`src/rtl/next_pulse_gen_pkg.sv`:
```
// next_pulse_gen shared types: FSM state encoding and phase timer sizing.
// Used by next_pulse_gen and pulse_phase_timer.
package next_pulse_gen_pkg;

   typedef enum logic [1:0] {
      IDLE = 2'd0,
      HIGH = 2'd1,
      LOW  = 2'd2,
      DONE = 2'd3
   } state_t;

   function automatic int timer_width(
      input int h,
      input int l
   );
      int m;
      m = (h > l) ? h : l;
      return (m < 1) ? 1 : $clog2(m + 1);
   endfunction

   localparam int DEF_TIMER_W = timer_width(1, 1);

endpackage

```
`src/rtl/next_pulse_gen_timer.sv`:
```
// pulse_phase_timer: loadable down-counter, expire flags the last cycle
// of a phase so the FSM can move on at the following edge.
module pulse_phase_timer
   import next_pulse_gen_pkg::*;
#(
   parameter int W = DEF_TIMER_W
) (
   input  logic         clk_i,
   input  logic         rst_i,
   input  logic         load,
   input  logic [W-1:0] load_val,
   output logic         expire
);

   logic [W-1:0] cnt;

   always_ff @(posedge clk_i or posedge rst_i) begin
      if (rst_i) begin
         cnt <= '0;
      end else if (load) begin
         cnt <= load_val;
      end else if (cnt != '0) begin
         cnt <= cnt - 1'b1;
      end
   end

   assign expire = (cnt == W'(1));

endmodule

```
`src/rtl/next_pulse_gen.sv`:
```
// next_pulse_gen: bursts of clean next strobes with start/busy/done.
// Define NEXT_PULSE_GEN_CHECK_EN to compare counter readback per burst.
module next_pulse_gen
   import next_pulse_gen_pkg::*;
#(
   parameter int COUNT_WIDTH = 8,
   parameter int HIGH_CYCLES = 1,
   parameter int LOW_CYCLES  = 1
) (
   input  logic                   clk_i,
   input  logic                   rst_i,
   input  logic                   start_i,
   input  logic [COUNT_WIDTH-1:0] num_i,
   input  logic [COUNT_WIDTH-1:0] count_i,
   output logic                   next_o,
   output logic                   busy_o,
   output logic                   done_o,
   output logic [COUNT_WIDTH-1:0] sent_o,
   output logic                   err_o
);

   localparam int TW = timer_width(HIGH_CYCLES, LOW_CYCLES);

   state_t                 state;
   logic [COUNT_WIDTH-1:0] num_q;
   logic [COUNT_WIDTH-1:0] sent_q;
   logic                   accept;
   logic                   last;
   logic                   t_load;
   logic                   t_exp;
   logic [TW-1:0]          t_val;

   assign accept = (state == IDLE) && start_i;
   assign last   = (sent_q == num_q);

   always_comb begin
      t_load = 1'b0;
      t_val  = TW'(HIGH_CYCLES);
      unique case (1'b1)
         (state == IDLE): t_load = start_i && (num_i != '0);
         (state == HIGH): begin
            t_load = t_exp;
            t_val  = TW'(LOW_CYCLES);
         end
         (state == LOW):  t_load = t_exp && !last;
         default:         t_load = 1'b0;
      endcase
   end

   pulse_phase_timer #(
      .W(TW)
   ) u_timer (
      .clk_i   (clk_i),
      .rst_i   (rst_i),
      .load    (t_load),
      .load_val(t_val),
      .expire  (t_exp)
   );

   always_ff @(posedge clk_i or posedge rst_i) begin
      if (rst_i) begin
         state  <= IDLE;
         num_q  <= '0;
         sent_q <= '0;
      end else begin
         unique case (state)
            IDLE: begin
               if (accept) begin
                  num_q  <= num_i;
                  sent_q <= '0;
                  state  <= (num_i != '0) ? HIGH : DONE;
               end
            end
            HIGH: begin
               if (t_exp) begin
                  sent_q <= sent_q + 1'b1;
                  state  <= LOW;
               end
            end
            LOW: begin
               if (t_exp) begin
                  state <= last ? DONE : HIGH;
               end
            end
            DONE:    state <= IDLE;
            default: state <= IDLE;
         endcase
      end
   end

   // Outputs decode only the state register, never the inputs.
   assign next_o = (state == HIGH);
   assign busy_o = (state != IDLE);
   assign done_o = (state == DONE);
   assign sent_o = sent_q;

`ifdef NEXT_PULSE_GEN_CHECK_EN
   logic [COUNT_WIDTH-1:0] base_q;
   logic [COUNT_WIDTH-1:0] diff;
   logic                   err_q;

   // Modular difference tolerates the counter wrapping mid-burst.
   assign diff = count_i - base_q;

   always_ff @(posedge clk_i or posedge rst_i) begin
      if (rst_i) begin
         base_q <= '0;
         err_q  <= 1'b0;
      end else if (accept) begin
         base_q <= count_i;
         err_q  <= 1'b0;
      end else if (done_o && (diff != num_q)) begin
         err_q <= 1'b1;
      end
   end

   assign err_o = err_q;
`else
   logic unused_count;
   assign unused_count = ^count_i;
   assign err_o        = 1'b0;
`endif

endmodule
```
`config.mk`:
```
export PLATFORM = sky130hd
export DESIGN_NAME = next_pulse_gen
export DESIGN_NICKNAME = d
export VERILOG_FILES = /design/src/rtl/next_pulse_gen_pkg.sv /design/src/rtl/next_pulse_gen_timer.sv /design/src/rtl/next_pulse_gen.sv
export SDC_FILE = /design/constraint.sdc
export NUM_CORES = 1
export LEC_CHECK = 0
export CORE_ASPECT_RATIO = 1.2
export CORE_UTILIZATION = 46
export CTS_CLUSTER_DIAMETER = 120
export DETAILED_ROUTE_END_ITERATION = 8
export PLACE_DENSITY = 0.83
export SYNTH_ARGS = -nofsm -noshare
export SYNTH_HDL_FRONTEND = slang
export SYNTH_SLANG_ARGS = --single-unit
```
`constraint.sdc`:
```
create_clock -name clk_i -period 1.75 [get_ports clk_i]
set_clock_uncertainty 0.2 [all_clocks]
set_input_delay 0.4375 -clock clk_i [delete_from_list [all_inputs] [get_ports clk_i]]
set_output_delay 0.4375 -clock clk_i [all_outputs]
set_load 0.03 [all_outputs]
```
==> impl_metrics.json <==
{
  "crit_type": "reg -> out",
  "cp.arrival_ns": 1.09,
  "worst-path-stages": 2,
  "die_area_um2": 2450,
  "clk_path_buf_depth": 2,
  "p_leak_nw": 0.665,
  "grt_usage_pct": 21.5,
  "gp_congestion": 0.839,
  "timing.fmax_mhz": 579,
  "syn_to_final_growth_pct": 35.2,
  "setup_ws_ns": 0.0238,
  "initial_core_util_pct": 49.5,
  "grt_start_max_net_pins": 20,
  "ys.flop_type": "dfrtp_1",
  "drv_cap": 0,
  "num_antenna_cells": 0,
  "htreeDepth": 1,
  "clk_pin_slew_ns": 0.10,
  "drv_slew": 0,
  "synth-seq-area-share_pct": 45.8,
  "fin_util_pct": 67.0,
  "holdBufCountCts": 0,
  "die_x_um": 45.4,
  "finalHoldViolCount": 0,
  "hold_path_depth": 3,
  "cp-start-kind": "flop",
  "drive_above_1_share_pct": 24.8,
  "r2r-start": "state[0]",
  "ys_warn_count": 0,
  "drcViolationCount": 0,
  "rows": 18,
  "syn-cell-area_um2": 1040,
  "power.total_mw": 1.99,
  "cts_made_buffers": 3,
  "worstPathMaxFanout": 5,
  "synth.most_common_cell": "nand2_1",
  "routed_wl_mm": 2.23,
  "grt_overflow": 0,
  "syn_inst": 114,
  "path_cells": "and2_4 -> buf_6",
  "ys_top_cells_by_area": "dfrtp_1 46%, nand2_1 11%, xnor2_1 9.3%",
  "r2r.worst_path.cells": 4,
  "yosys-top-cells-count": "30 x nand2_1, 19 x dfrtp_1, 11 x xnor2_1",
  "grt_pass1_wl_mm": 3.63,
  "status": "completed",
  "grt_pass1_vias": 839,
  "min_from": "num_i[3]",
  "setup_viol_count_final": 0,
  "io_pins": 31,
  "fin_crit_sh_pct": 98.6,
  "avgSynthCellArea_um2": 9.10,
  "rsz0062_at_grt": "true",
  "drtIter0Drc": 11,
  "synth_cell_types": 32,
  "path_buf_inv": 1,
  "fin_nets": 166,
  "power_density_nw_per_um2": 1420,
  "final_cell_area_um2": 1400,
  "wl_per_cell_um": 12.7,
  "cts_sinks": 19,
  "layout_min_cycle_time_ns": 1.73,
  "synth.largest_area_cell": "dfrtp_1",
  "mappedNetlistNets": 134,
  "cts_root_buf": "clkbuf_4",
  "critPathMaxStageDelay_ns": 0.48,
  "core_area_um2": 2090,
  "first_pass_iters": 4,
  "ys_ff_latch": 19,
  "dpl-instance-area_um2": 1280,
  "vias": 877,
  "antenna_found_initial": 0,
  "synth_edf_count": 0,
  "hold_path.class": "in -> reg",
  "synth_top_area_share_pct": 45.8,
  "cts_tree": "built",
  "crit_path_top_delay_cell": "dfrtp_2",
  "crit_path_end_kind": "output port",
  "via_per_inst": 5.01,
  "startpoint": "state[1]",
  "die_h_um": 54.0,
  "critPathTopFamily": "flip-flops",
  "ir_worst_vdd_mv": 1.01,
  "critical_path_required_ns": 1.11,
  "drtAntennaViolNets": 0,
  "async_flop_share_pct": 100,
  "dp_hpwl_mm": 1.66,
  "insertion_delay_ns": 0.30,
  "portBuffers": 21,
  "pre_cts_ws_ns": -0.354
}
==> layer usage <==
metal	wire (um)	up-vias	share of wire, %	track usage, %
met2	1170	15	53	37.9
met4	64	0	2.9	14.1
li1	-	431	-	-
met1	950	426	43	24.3
met3	38	5	1.7	2.01
met5	0	-	0	0
==> worst min-delay path, stage by stage <==
cell	delay [ns]
dlymetal6s2s_1	0.10
nand2_1	0.05
nand2_1	0.04
==> layout by cell type (no fill, tap or decap), types with 2 or more instances in the layout <==
cell / n
buf_4: 18
buf_6: 3
clkbuf_4: 3
clkdlybuf4s50_1: 8
dfrtp_1: 17
dfrtp_2: 2
dlymetal6s2s_1: 2
inv_1: 3
mux2i_1: 3
nand2_1: 30
nand3_1: 4
nand4_1: 2
nor2_1: 6
nor2_4: 2
o21ai_0: 2
or4_4: 2
xnor2_1: 11
xor2_1: 2
==> where the power goes <==
part | total (mW) | switching (mW) | internal (mW)
registers | 0.781 | 0.191 | 0.590
clock network | 0.221 | 0.132 | 0.0890
logic | 0.988 | 0.483 | 0.505
total | 1.99 | 0.806 | 1.18
==> cells by family (layout without fill, tap and decap cells) <==
logic type,after synthesis,count (layout),share of synthesized area [%]
other,1,1,0.362
DFF,19,19,45.8
AOI/OAI and AO/OA,8,8,4.95
and+or+nand+nor,58,58,27.6
adders and majority gates,1,1,1.21
muxes,4,4,4.22
buffers and inverters,10,41,4.82
xor gates and xnor gates,13,13,11.0
==> final timing paths <==
| kind | endpoint | slack [ns] |
|---|---|---|
| worst max-delay path | done_o | 0.02 |
| min in group asynchronous | num_q[0] | 0.26 |
| max in group asynchronous | state[1] | 0.88 |
| worst min register to register | num_q[2] | 0.31 |
| worst max register to register | sent_o[7] | 0.08 |
| worst min-delay path | num_q[3] | 0.16 |
==> metrics by stage <==
step / hold WS [ns] / instances / setup TNS (ns)
2_1_floorplan: 0.189 / 114 / 0
3_3_place_gp: 0.284 / 166 / -1.97
3_5_place_dp: 0.294 / 166 / -2.14
4_1_cts: 0.265 / 173 / 0
5_1_grt: 0.200 / 175 / -0.0186
6_report: 0.163 / 175 / 0
==> sequential cells by signal, indices dropped and copies added, names as in the netlist <==
register,count
u_timer.expire,1
state,2
sent_o,8
num_q,8
==> timing repair <==
item                                    in CTS  in global routing
cloned                                       0                  0
pin swaps                                    2                  4
setup buffers                                3                  2
endpoints found under the setup margin       6                  5
resized for setup                           10                 11
==> area by class of cell <==
cell class	count	area [um2]
timing repair buffer	33	293
inverter	4	15.0
fill	174	692
clock buffer	4	26.3
multi-input combinational	85	553
sequential	19	478
tap	30	37.5
(Power assumes the default switching activity.)
